## src/rtl/vga_timing_gen.sv

```systemverilog
// Parametrised VGA raster timing generator: horizontal/vertical counters with
// registered sync, blanking, display-enable and line/frame start strobes.
module vga_timing_gen #(
    parameter int H_ACTIVE  = 640,
    parameter int H_FP      = 16,
    parameter int H_SYNC    = 96,
    parameter int H_BP      = 48,
    parameter int V_ACTIVE  = 480,
    parameter int V_FP      = 10,
    parameter int V_SYNC    = 2,
    parameter int V_BP      = 33,
    parameter bit HSYNC_POL = 1'b0,
    parameter bit VSYNC_POL = 1'b0,
    localparam int H_TOTAL  = H_ACTIVE + H_FP + H_SYNC + H_BP,
    localparam int V_TOTAL  = V_ACTIVE + V_FP + V_SYNC + V_BP,
    localparam int HW       = $clog2(H_TOTAL),
    localparam int VW       = $clog2(V_TOTAL)
) (
    input  logic          clk,
    input  logic          rst_n,
    input  logic          pix_en,
    output logic [HW-1:0] hq,
    output logic [VW-1:0] vq,
    output logic          hsync,
    output logic          vsync,
    output logic          hblank_n,
    output logic          vblank_n,
    output logic          de,
    output logic          line_start,
    output logic          frame_start
);

    localparam logic [HW-1:0] H_LAST     = HW'(H_TOTAL - 1);
    localparam logic [VW-1:0] V_LAST     = VW'(V_TOTAL - 1);
    localparam logic [HW-1:0] H_ACT_END  = HW'(H_ACTIVE);
    localparam logic [HW-1:0] H_SYNC_BEG = HW'(H_ACTIVE + H_FP);
    localparam logic [HW-1:0] H_SYNC_END = HW'(H_ACTIVE + H_FP + H_SYNC);
    localparam logic [VW-1:0] V_ACT_END  = VW'(V_ACTIVE);
    localparam logic [VW-1:0] V_SYNC_BEG = VW'(V_ACTIVE + V_FP);
    localparam logic [VW-1:0] V_SYNC_END = VW'(V_ACTIVE + V_FP + V_SYNC);

    logic [HW-1:0] hq_q, hq_d;
    logic [VW-1:0] vq_q, vq_d;
    logic          hsync_q, hsync_d;
    logic          vsync_q, vsync_d;
    logic          hblank_n_q, hblank_n_d;
    logic          vblank_n_q, vblank_n_d;
    logic          de_q, de_d;
    logic          line_start_q, line_start_d;
    logic          frame_start_q, frame_start_d;
    logic          h_wrap;
    logic          v_wrap;

    // Flags are decoded from the next counter values so they land in the same
    // register stage as the position they describe.
    always_comb begin
        hq_d          = hq_q;
        vq_d          = vq_q;
        hsync_d       = hsync_q;
        vsync_d       = vsync_q;
        hblank_n_d    = hblank_n_q;
        vblank_n_d    = vblank_n_q;
        de_d          = de_q;
        line_start_d  = 1'b0;
        frame_start_d = 1'b0;
        h_wrap        = (hq_q == H_LAST);
        v_wrap        = (vq_q == V_LAST);
        if (pix_en) begin
            hq_d = h_wrap ? '0 : hq_q + 1'b1;
            if (h_wrap) begin
                vq_d = v_wrap ? '0 : vq_q + 1'b1;
            end
            hsync_d       = (hq_d >= H_SYNC_BEG && hq_d < H_SYNC_END) ? HSYNC_POL : ~HSYNC_POL;
            vsync_d       = (vq_d >= V_SYNC_BEG && vq_d < V_SYNC_END) ? VSYNC_POL : ~VSYNC_POL;
            hblank_n_d    = (hq_d < H_ACT_END);
            vblank_n_d    = (vq_d < V_ACT_END);
            de_d          = hblank_n_d & vblank_n_d;
            line_start_d  = h_wrap;
            frame_start_d = h_wrap & v_wrap;
        end
    end

    always_ff @(posedge clk) begin
        if (!rst_n) begin
            hq_q          <= '0;
            vq_q          <= '0;
            hsync_q       <= ~HSYNC_POL;
            vsync_q       <= ~VSYNC_POL;
            hblank_n_q    <= 1'b1;
            vblank_n_q    <= 1'b1;
            de_q          <= 1'b1;
            line_start_q  <= 1'b0;
            frame_start_q <= 1'b0;
        end else begin
            hq_q          <= hq_d;
            vq_q          <= vq_d;
            hsync_q       <= hsync_d;
            vsync_q       <= vsync_d;
            hblank_n_q    <= hblank_n_d;
            vblank_n_q    <= vblank_n_d;
            de_q          <= de_d;
            line_start_q  <= line_start_d;
            frame_start_q <= frame_start_d;
        end
    end

    assign hq          = hq_q;
    assign vq          = vq_q;
    assign hsync       = hsync_q;
    assign vsync       = vsync_q;
    assign hblank_n    = hblank_n_q;
    assign vblank_n    = vblank_n_q;
    assign de          = de_q;
    assign line_start  = line_start_q;
    assign frame_start = frame_start_q;

endmodule

```

## config.mk

```make
export PLATFORM = sky130hd
export DESIGN_NAME = vga_timing_gen
export DESIGN_NICKNAME = d
export VERILOG_FILES = /design/src/rtl/vga_timing_gen.sv
export SDC_FILE = /design/constraint.sdc
export NUM_CORES = 1
export LEC_CHECK = 0
export CORE_AREA = 4 4 49 95
export CTS_CLUSTER_SIZE = 30
export DETAILED_ROUTE_END_ITERATION = 10
export DIE_AREA = 0 0 53 99
export PLACE_DENSITY = 0.75
export REMOVE_ABC_BUFFERS = 1
export SYNTH_ARGS = -nofsm -noshare
export SYNTH_HDL_FRONTEND = slang
export SYNTH_SLANG_ARGS = --single-unit
```

## constraint.sdc

```tcl
create_clock -name clk -period 2.3 [get_ports clk]
set_clock_uncertainty 0.1 [all_clocks]
set_input_delay 0.46 -clock clk [delete_from_list [all_inputs] [get_ports clk]]
set_output_delay 0.46 -clock clk [all_outputs]
set_load 0.01 [all_outputs]
```

Word level (Yosys, flattened, before mapping)
Index checks and enable logic that the tools add are counted.

Register bits after elaboration: 27. Input port bits: 3. Output and inout bits: 27. Logic and storage cells: 30.

Add/sub/neg operators: 2. $lt $le $gt $ge: 6. Equal/unequal tests: 2. Mux-type cells: 6. Bitwise operators: 2. Reductions and logical operators: 3.

Operators by type and width (number): 2-to-1 mux 10 bit (4); adder 10 x 1 -> 10 bit, second input constant (2); == test 10 bit, second input constant (2); < comparator 10 bit, second input constant (2); < comparator 10 x 9 -> 1 bit, second input constant (2); >= comparator 10 bit, second input constant (1); >= comparator 10 x 9 -> 1 bit, second input constant (1); AND 1 bit (2); logical AND 1 bit (2); 2-to-1 mux 1 bit (2); AND reduction 2 bit (1).

Depth between registers and ports, before layout
Gate-level depths: netlist (run 1).

Depth in word-level cells: 7. Mapped depth: 9. Mapped depth without buffers: 8.

Worst setup path before layout (run 1)
OpenSTA, ideal clock, no wires.

Kind: register -> register. Start: register hq_q[0] (netlist: hq[0]). End: register de_q (netlist: de). Library setup time: 0.116 ns. Arrival: 2.050 ns. Required time: 2.084 ns. Setup slack: 0.034 ns. Stages on the path, launching flop included: 8. Cells stage by stage: dfxtp_1 -> ha_1 -> nand4_1 -> nor4_4 -> nand3_1 -> xor2_1 -> or3_1 -> a31o_1.

Longest elaborated chain between the ends: 5. Elaborated cells between the ends (all ways): 8. Classes of those cells: 1 x add/sub; 2 x order compare; 1 x eq/ne; 3 x mux; 1 x bitwise.

RTL lines: from (decl) (line 42) `logic [HW-1:0] hq_q, hq_d;`; from (signal assigned) (line 95) `hq_q <= hq_d;`; parallel branches: the longest is 4 deep, another holds adder 10 x 1 -> 10 bit; AND 1 bit (*) (line 77) `de_d = hblank_n_d & vblank_n_d;`; to (signal assigned) (line 91) `de_q <= 1'b1;`; to (signal assigned) (line 101) `de_q <= de_d;`; to (decl) (line 48) `logic de_q, de_d;`.

Every way passes the cells marked *. The select of a mux whose other input is x is not followed. A chain may end at the register's enable or synchronous reset.

Worst setup path after layout (run 1)
Start: register hq_q[9] (netlist: hq[9]). End: register de_q (netlist: de).

The elaborated chain is that of the path after synthesis.

==> reports/summary.log, run 1 <==
[status] result of the run completed
[job] max-capacitance violation count 0
[critical_path] data required time at the worst endpoint 2.37 ns
[place] number of placed instances with taps included 306
[sta] period utilisation layout 0.950
[global_routing] pin count of the biggest net entering global routing 23
[route] total vias in the final route 1730
[pwr] worst ir drop on vdd 0.324 mV
[synth] Synth async-reset ratio 0
[clocking] CTS H-tree lvls 1
[synth] sequential-to-total area share from yosys stat 0.317
[synth] largest area contributor in the netlist sky130_fd_sc_hd__dfxtp_1
[sta] final max-slew violation count 0
[clocking] CTS max path bufs 2
[die] Core Footprint 3880 sq um
[clocking] latest clock arrival within the worst-skew pair 0.27 ns
[synth] post-synthesis area per instance 7.76 sq um
[synth] unique cell type count in the Yosys netlist 45
[die] Die X-Extent 53 um
[route] DRT Wirelength 4350 um
[place] Detailed Place HPWL 3400 um
[pwr] LEAKAGE 0.902 nW
[die] Die ar. 5250 sq um
[sta] endpoints failing hold 0
[final_layout] # nets final 272
[critical_path] CP cell instances or3b_4 > nor4_4 > buf_6 > nand3_1 > xor2_1 > or3_1 > a31o_1
[clocking] Clock Sinks 27
[critical_path] launching element type of the critical path flop
[die] count of pins on the block boundary 30
[final_layout] Layout Utilization 0.589
[synth] leading register cell type out of synthesis sky130_fd_sc_hd__dfxtp_1
[pwr] power density over the cells 351 nW/um^2
[clocking] Num CTS Buffers 3
[route] routed wire length per instance 13.8 um
[route] count of antenna-violating nets left after detailed routing 0
[global_routing] first-pass GRT wire length 7220 um
[sta] Setup violations, final 0
[critical_path] critical path data arrival time 2.25 ns
[synth] number of flip-flops and latches in the synthesized netlist 27
[final_layout] fill cell instance count of the final layout 397
[min_path] type of the most critical hold path reg2reg
[critical_path] slowest cell delay on critical path 0.40 ns
[final_layout] fraction of layout cells with a size suffix above 1 0.155
[critical_path] slowest cell on the critical path sky130_fd_sc_hd__or3b_4
[clocking] TritonCTS clock tree done
[sta] Worst Max-Slew Pin Slew 0.346 ns
[global_routing] Overflow after GRT 0
[global_routing] number of antenna violations at the first check in global routing 0
[global_routing] number of global-route vias before repair 1672
[route] First DRT Iteration DRCs 41
[synth] top post-synthesis cells by area sky130_fd_sc_hd__dfxtp_1 (32%), sky130_fd_sc_hd__and2_1 (4.0%), sky130_fd_sc_hd__o21ai_0 (3.8%), sky130_fd_sc_hd__nand2_1 (3.7%), sky130_fd_sc_hd__xnor2_1 (3.6%)
[place] routability congestion estimate from global placement 0.903
[die] Die Y-Extent 99 um
[clocking] CTS root buffer sky130_fd_sc_hd__clkbuf_8
[sta] final hold slack 0.384 ns
[sta] time the worst path needs with I/O delays and setup 2.18 ns
[route] TritonRoute pass-1 iters 4
[final_layout] antenna fix cells 0
[synth] Syn Std Cell Area 1710 sq um
[critical_path] top cell family by delay on the critical path simple AND/OR/NAND/NOR gates
[sta] relative slew slack 0.768
[critical_path] register-to-register setup slack 0.12 ns
[critical_path] number of buffers and inverters on the critical path 1
[final_layout] post-route non-filler standard cell count 315
[synth] number of warnings issued by yosys 0
[global_routing] GR Util All Layers 0.177
[synth] number of enable flip-flop cells after synthesis 0
[sta] Max Clk Rate 458 MHz
[synth] post-synthesis instance total 220
[critical_path] biggest fanout along the worst timing path 7
[place] quantity of I/O buffers inserted on ports 29
[critical_path] Setup Crit Path Kind reg2reg
[final_layout] Layout area overhead 34.0%
[route] DRC violations left 0
[final_layout] most common cell after layout, fill and taps aside sky130_fd_sc_hd__clkdlybuf4s50_1
[clocking] post-CTS clock slew at the launch and capture registers of the worst setup and hold paths 0.08 ns
[route] post-detailed-route via-to-cell ratio 5.49
[critical_path] type of destination of the critical path flop
[synth] area share of the leading cell type in the synthesized netlist 0.317
[final_layout] most frequent cells in the layout sky130_fd_sc_hd__clkdlybuf4s50_1 (29), sky130_fd_sc_hd__dfxtp_1 (26), sky130_fd_sc_hd__buf_4 (26)
[die] starting density of the core 0.439
[die] Site Rows 32
-- metrics by stage --
stage          total power [mW]  instance area [sq um]  setup TNS (ns)  worst slack [ns]
6_report                  0.803                   2290               0             0.115
5_1_grt                   0.831                   2290         -0.0664           -0.0498
2_1_floorplan             0.507                   1640           -2.85            -0.426
4_1_cts                   0.811                   2220               0            0.0325
3_3_place_gp              0.546                   2180               0             0.107
3_5_place_dp              0.547                   2180               0            0.0620
-- power by group --
part           internal (mW)  switching (mW)
Sequential             0.472         0.00264
Combinational         0.0329          0.0288
Clock                  0.124           0.143
Total                  0.629           0.174
-- cells in the mapped netlist (3+ instances only) --
cell / count
sky130_fd_sc_hd__a21boi_0: 5
sky130_fd_sc_hd__a21oi_1: 6
sky130_fd_sc_hd__a31oi_1: 5
sky130_fd_sc_hd__and2_1: 11
sky130_fd_sc_hd__and3_1: 6
sky130_fd_sc_hd__buf_2: 5
sky130_fd_sc_hd__clkbuf_1: 12
sky130_fd_sc_hd__dfxtp_1: 27
sky130_fd_sc_hd__ha_1: 4
sky130_fd_sc_hd__inv_1: 9
sky130_fd_sc_hd__mux2i_1: 4
sky130_fd_sc_hd__nand2_1: 17
sky130_fd_sc_hd__nand2b_1: 3
sky130_fd_sc_hd__nand3_1: 11
sky130_fd_sc_hd__nand4_1: 6
sky130_fd_sc_hd__nor2_1: 12
sky130_fd_sc_hd__nor2b_1: 8
sky130_fd_sc_hd__nor3_1: 9
sky130_fd_sc_hd__nor3b_1: 4
sky130_fd_sc_hd__nor4_1: 3
sky130_fd_sc_hd__o21ai_0: 13
sky130_fd_sc_hd__or3_1: 3
sky130_fd_sc_hd__xnor2_1: 7
sky130_fd_sc_hd__xor2_1: 5
-- cell families (layout without fill, tap and decap cells) --
| group | Yosys count | count (layout) | share of synthesized area |
|---|---|---|---|
| buf+inv | 26 | 70 | 0.0608 |
| compound gates | 46 | 46 | 0.175 |
| mux | 4 | 4 | 0.0235 |
| flops | 27 | 27 | 0.317 |
| xor+xnor | 12 | 12 | 0.0616 |
| simple gates | 101 | 101 | 0.333 |
| fa+ha+maj | 4 | 4 | 0.0293 |
-- what timing repair did --
action | 4_1_cts | 5_1_grt
hold endpoints to repair | 0 | 0
buffers inserted | 0 | 5
setup endpoints to repair | 0 | 7
hold buffers | 0 | 0
gates resized for setup | 0 | 7
-- worst min-delay path, stage by stage (launching register included) --
cell and delay, ns:
sky130_fd_sc_hd__dfxtp_1 0.34, sky130_fd_sc_hd__mux2i_1 0.07, sky130_fd_sc_hd__nand2_1 0.05
-- flip-flops by register name, indices dropped and copies added (netlist names) --
register,cells
vblank_n,1
hsync,1
de,1
hblank_n,1
hq,10
vsync,1
vq,10
frame_start,1
line_start,1
-- final timing paths --
| check | start | endpoint | cells after the start |
|---|---|---|---|
| hold / removal | hblank_n | hblank_n | 2 |
| setup / recovery | hq[9] | de | 7 |
| hold reg to reg | hblank_n | hblank_n | 2 |
| setup reg to reg | hq[9] | de | 7 |
-- layout make-up --
class	count	area, sq um	share of cell area
clock buffers	4	45.0	0.0197
repair buffers	57	517	0.226
multi-input cells	167	1090	0.475
well taps	51	63.8	0.0279
inverters	9	33.8	0.0148
flip-flops and latches	27	542	0.237
-- routing by layer --
| layer | track usage | routed length, um | vias to the layer above |
|---|---|---|---|
| li1 | - | - | 863 |
| met5 | 0 | 0 | - |
| met3 | 0.0166 | 142 | 13 |
| met4 | 0.0827 | 142 | 0 |
| met2 | 0.333 | 2430 | 47 |
| met1 | 0.182 | 1640 | 807 |
(Power assumes the default switching activity.)
==> run 2, diff against run 1 <==
SETUP_SLACK_MARGIN = 0.5   (was not set)
==> reports/summary.log, run 2 (synthesis gave the netlist of run 1 again) <==
[status] result of the run completed
[final_layout] antenna fix cells 0
[critical_path] data required time at the worst endpoint 2.37 ns
[sta] final max-slew violation count 0
[min_path] launch instance of the worst min-delay path hblank_n
[place] total cell area at the placement stage 2180 sq um
[die] Core Footprint 3880 sq um
[pwr] Sw Pwr 0.171 mW
[critical_path] register-to-register setup slack 0.15 ns
[sta] unrepaired setup endpoints after global routing yes
[pwr] P_int 0.624 mW
[route] count of antenna-violating nets left after detailed routing 0
[critical_path] type of destination of the critical path flop
[global_routing] number of antenna violations at the first check in global routing 0
[die] Die X-Extent 53 um
[min_path] type of the most critical hold path reg2reg
[sta] time the worst path needs with I/O delays and setup 2.15 ns
[final_layout] area of all sequential standard cells 563 sq um
[place] Detailed Place HPWL 3400 um
[critical_path] reg-to-reg critical path endpoint de
[critical_path] launching element type of the critical path flop
[critical_path] R2R depth 8
[min_path] WHS Endpoint hblank_n
[final_layout] # nets final 271
[clocking] post-CTS clock slew at the launch and capture registers of the worst setup and hold paths 0.08 ns
[global_routing] pin count of the biggest net entering global routing 23
[global_routing] GR Util All Layers 0.183
[global_routing] first-pass GRT wire length 7450 um
[final_layout] most frequent cells in the layout sky130_fd_sc_hd__buf_4 (25), sky130_fd_sc_hd__nand2_1 (17), sky130_fd_sc_hd__dfxtp_1 (15), sky130_fd_sc_hd__dlygate4sd2_1 (15), sky130_fd_sc_hd__nor2_1 (12)
[place] quantity of I/O buffers inserted on ports 29
[final_layout] most common cell after layout, fill and taps aside sky130_fd_sc_hd__buf_4
[die] Die Y-Extent 99 um
[clocking] latest clock arrival within the worst-skew pair 0.27 ns
[die] starting density of the core 0.439
[final_layout] fill cell instance count of the final layout 374
[final_layout] design area 2390 sq um
[route] total vias in the final route 1745
[place] routability congestion estimate from global placement 0.903
[final_layout] fraction of layout cells with a size suffix above 1 0.251
[final_layout] post-route non-filler standard cell count 314
[clocking] CTS max path bufs 2
[pwr] proportion of power drawn by the clock network 0.331
[sta] Setup violations, final 0
[global_routing] Overflow after GRT 0
[pwr] power density over the cells 332 nW/um^2
[critical_path] FF-to-FF Start vq[0]
[final_layout] Layout Utilization 0.616
[job] max-capacitance violation count 0
[sta] Worst Max-Slew Pin Slew 0.316 ns
[pwr] portion of total power attributed to combinational logic 0.075
[route] DRT Wirelength 4530 um
[pwr] worst ir drop on vdd 0.307 mV
[pwr] Switching Fraction 0.215
[pwr] Reg power frac 0.594
[min_path] Worst Hold Depth 2
[sta] relative slew slack 0.788
[clocking] CTS root buffer sky130_fd_sc_hd__clkbuf_8
[route] DRC violations left 0
[final_layout] Layout area overhead 40.2%
[route] routed wire length per instance 14.4 um
[pwr] total power of the final layout 0.795 mW
[pwr] LEAKAGE 1.10 nW
[clocking] CTS H-tree lvls 1
[die] Site Rows 32
[clocking] number of hold-repair buffers added at the cts stage 0
[die] Die ar. 5250 sq um
[sta] final hold slack 0.384 ns
[sta] period utilisation layout 0.934
[critical_path] biggest fanout along the worst timing path 8
[clocking] Clock Sinks 27
[route] First DRT Iteration DRCs 36
[route] TritonRoute pass-1 iters 4
[final_layout] multi-input logic area 1190 sq um
[clocking] Num CTS Buffers 3
[route] post-detailed-route via-to-cell ratio 5.56
[clocking] TritonCTS clock tree done
[sta] endpoints failing hold 0
[place] number of placed instances with taps included 306
[critical_path] critical path data arrival time 2.22 ns
[die] count of pins on the block boundary 30
[critical_path] Setup Crit Path Kind reg2reg
[global_routing] number of global-route vias before repair 1720
[sta] Max Clk Rate 466 MHz
==> run 2: cell count changes in the layout (fill, tap and decap cells not counted), moves of 4 or more <==
cell | previous run | this run
sky130_fd_sc_hd__clkdlybuf4s50_1 | 29 | 10
sky130_fd_sc_hd__dlygate4sd2_1 | 0 | 15
sky130_fd_sc_hd__dfxtp_1 | 26 | 15
sky130_fd_sc_hd__dfxtp_2 | 1 | 9
sky130_fd_sc_hd__dlymetal6s2s_1 | 0 | 4
==> run 2: repair_timing <==
action,in CTS,in global routing
setup endpoints to repair,35,24
gates resized for setup,43,23
pin swaps,9,4
setup buffers,4,0
==> run 2: area by class of cell <==
| type | instances | share of cell area |
|---|---|---|
| inverters | 9 | 0.0141 |
| flip-flops and latches | 27 | 0.235 |
| multi-input cells | 167 | 0.496 |
| clock buffers | 4 | 0.0188 |
| repair buffers | 56 | 0.209 |
| well taps | 51 | 0.0267 |
==> run 2: metrics by stage <==
step | setup TNS (ns) | setup slack (ns)
floorplan | -2.85 | -0.426
global placement | 0 | 0.107
detailed placement | 0 | 0.0620
CTS | 0 | 0.165
global route | 0 | 0.0564
finish | 0 | 0.152
==> run 2: worst max path at each step <==
stage / from / slack, ns / endpoint
finish: vq[0] / 0.15 / de
global route: hq[9] / 0.06 / de
CTS: hq[7] / 0.16 / de
detailed placement: hq[0] / 0.06 / vq[2]
global placement: vq[0] / 0.11 / de
floorplan: vq[0] / -0.43 / vsync
==> run 2: routing by layer <==
layer	up-vias	GRT usage	wire length, um
li1	860	-	-
met1	823	0.185	1690
met2	45	0.352	2560
met3	17	0.0166	132
met4	0	0.0787	146
met5	-	0	0
==> run 2: worst max-delay path, stage by stage, from the launching register on <==
cell	delay (ns)
sky130_fd_sc_hd__dfxtp_1	0.32
sky130_fd_sc_hd__buf_4	0.16
sky130_fd_sc_hd__ha_2	0.19
sky130_fd_sc_hd__and3_4	0.19
sky130_fd_sc_hd__nor4_2	0.26
sky130_fd_sc_hd__a31o_2	0.16
sky130_fd_sc_hd__a41oi_2	0.15
sky130_fd_sc_hd__or3_4	0.36
sky130_fd_sc_hd__a31o_1	0.18
==> run 2: power by group through the flow <==
stage | clock, mW | combinational [mW] | sequential, mW
2_1_floorplan | 0 | 0.0166 | 0.490
3_3_place_gp | 0 | 0.0609 | 0.486
3_5_place_dp | 0 | 0.0617 | 0.486
4_1_cts | 0.274 | 0.0603 | 0.472
5_1_grt | 0.287 | 0.0660 | 0.472
6_report | 0.263 | 0.0598 | 0.472
==> run 3, diff against run 2 <==
CORE_AREA = 4 4 62 75   (was 4 4 49 95)
DIE_AREA = 0 0 66 79   (was 0 0 53 99)
GPL_TIMING_DRIVEN = 1   (was not set)
PLACE_DENSITY = 0.73   (was 0.75)
clock period = 2.28 ns   (was 2.3 ns; I/O delays follow)
==> reports/summary.log, run 3 (synthesis gave the netlist of run 1 again) <==
[status] result of the run completed
[sta] Setup violations, final 0
[final_layout] fill cell instance count of the final layout 323
[final_layout] multi-input logic area 1280 sq um
[clocking] CTS H-tree lvls 1
[pwr] LEAKAGE 1.12 nW
[clocking] latest clock arrival within the worst-skew pair 0.27 ns
[critical_path] biggest fanout along the worst timing path 6
[die] Die ar. 5210 sq um
[critical_path] top cell family by delay on the critical path simple AND/OR/NAND/NOR gates
[critical_path] Setup Crit Path Kind reg2reg
[clocking] Clock Sinks 27
[clocking] Num CTS Buffers 3
[route] post-detailed-route via-to-cell ratio 5.50
[clocking] CTS max path bufs 2
[global_routing] highest-utilization routing layer at the global route stage met2
[sta] Worst Slack Setup Final 0.108 ns
[place] Detailed Place HPWL 3160 um
[critical_path] type of destination of the critical path flop
[sta] period utilisation layout 0.953
[place] setup slack after placement -0.0392 ns
[critical_path] register-to-register setup slack 0.11 ns
[critical_path] CP cell instances or3b_4 > nor4_4 > buf_6 > buf_4 > buf_6 > a31oi_1 > a31oi_1 > or3_4 > a31o_1
[critical_path] launching element type of the critical path flop
[die] count of pins on the block boundary 30
[critical_path] slowest cell on the critical path sky130_fd_sc_hd__or3b_4
[global_routing] pin count of the biggest net entering global routing 23
[global_routing] met3 capacity usage during global routing 0.0269
[pwr] power density over the cells 311 nW/um^2
[min_path] type of the most critical hold path reg2reg
[sta] unrepaired setup endpoints after global routing yes
[critical_path] reg-to-reg critical path endpoint de
[global_routing] number of antenna violations at the first check in global routing 0
[job] max-capacitance violation count 0
[critical_path] critical path data arrival time 2.30 ns
[clocking] CTS root buffer sky130_fd_sc_hd__clkbuf_8
[sta] final max-slew violation count 0
[sta] endpoints failing hold 0
[route] TritonRoute pass-1 iters 6
[critical_path] number of buffers and inverters on the critical path 3
[die] starting density of the core 0.436
[critical_path] data required time at the worst endpoint 2.41 ns
[final_layout] Layout Utilization 0.661
[min_path] WHS Endpoint hblank_n
[route] count of antenna-violating nets left after detailed routing 0
[global_routing] first-pass GRT wire length 7790 um
[die] Site Rows 25
[min_path] launch instance of the worst min-delay path hblank_n
[final_layout] fraction of layout cells with a size suffix above 1 0.322
[critical_path] R2R depth 9
[clocking] TritonCTS clock tree done
[global_routing] Overflow after GRT 0
[final_layout] Layout area overhead 51.5%
[final_layout] most common cell after layout, fill and taps aside sky130_fd_sc_hd__buf_4
[global_routing] met2 layer usage reported by global route 0.311
[place] quantity of I/O buffers inserted on ports 29
[final_layout] area of all sequential standard cells 566 sq um
[route] DRT Wirelength 5270 um
[die] Core Footprint 3910 sq um
[route] First DRT Iteration DRCs 165
[sta] relative slew slack 0.753
[final_layout] antenna fix cells 0
[sta] Worst Max-Slew Pin Slew 0.367 ns
[die] Die X-Extent 66 um
[pwr] worst ir drop on vdd 0.155 mV
[final_layout] most frequent cells in the layout sky130_fd_sc_hd__buf_4 (36), sky130_fd_sc_hd__dlygate4sd2_1 (18), sky130_fd_sc_hd__nand2_1 (15), sky130_fd_sc_hd__dfxtp_1 (15)
[route] DRC violations left 0
[critical_path] slowest cell delay on critical path 0.40 ns
[sta] Max Clk Rate 460 MHz
[place] routability congestion estimate from global placement 0.859
[critical_path] FF-to-FF Start hq[7]
[global_routing] number of global-route vias before repair 1716
[sta] time the worst path needs with I/O delays and setup 2.17 ns
[route] total vias in the final route 1816
[global_routing] GR Util All Layers 0.189
[route] routed wire length per instance 16.0 um
[min_path] Worst Hold Depth 2
[die] Die Y-Extent 79 um
[clocking] post-CTS clock slew at the launch and capture registers of the worst setup and hold paths 0.09 ns
[global_routing] met1 Use GR 0.228
[final_layout] # nets final 284
[run 3: changes by cell type in the layout (fill, tap and decap cells not counted), sizes merged]
cell,delta
clkdlybuf4s50,-2
dlygate4sd2,+3
buf,+13
dlymetal6s2s,-1
[run 3: worst max-delay path by stage]
stage                     slack, ns  endpoint  cells past startpoint  start
final                          0.11        de                      9  hq[7]
after global routing          -0.02     vsync                      9  hq[9]
after CTS                      0.15        de                      7  hq[9]
after detailed placement      -0.04     vsync                      9  vq[0]
after global placement         0.02     vsync                      9  vq[0]
after floorplan               -0.45     vsync                      8  vq[0]
[run 3: what timing repair did]
action / in CTS / in global routing
pin swaps: 17 / 12
resized for setup: 54 / 32
buffers inserted: 5 / 5
gates cloned: 0 / 0
hold endpoints to repair: 0 / 0
endpoints found under the setup margin: 38 / 25
hold buffers: 0 / 0
[run 3: power breakdown]
group,internal (mW),leakage [nW],switching (mW)
clock,0.125,0.0228,0.146
combinational,0.0287,0.872,0.0295
sequential,0.472,0.225,0.00255
[run 3: layer usage]
metal | vias to the layer above | routed length (um)
li1 | 883 | -
met1 | 854 | 2160
met2 | 60 | 2720
met3 | 19 | 195
met4 | 0 | 204
met5 | - | 0
[run 3: cell type report]
cell class | instances | share of cell area
tap | 54 | 0.0261
timing repair buffer | 69 | 0.228
multi-input combinational | 167 | 0.496
inverter | 9 | 0.0131
clock buffer | 4 | 0.0174
sequential | 27 | 0.219
[run 3: stage by stage]
| step | TNS [ns] | cell area, sq um | hold WS, ns | instances | power, mW |
|---|---|---|---|---|---|
| 6_report | 0 | 2580 | 0.384 | 330 | 0.804 |
| 5_1_grt | -0.0279 | 2580 | 0.414 | 330 | 0.841 |
| 4_1_cts | 0 | 2390 | 0.388 | 325 | 0.809 |
| 3_5_place_dp | -0.0807 | 2220 | 0.365 | 316 | 0.549 |
| 3_3_place_gp | 0 | 2220 | 0.362 | 316 | 0.548 |
| 2_1_floorplan | -3.13 | 1640 | 0.410 | 203 | 0.511 |
[run 3: tightest hold or removal path: cells and delay by family (launching register included)]
kind	cells	cell delay (ns)
flops	1	0.34
simple gates	1	0.05
mux	1	0.07
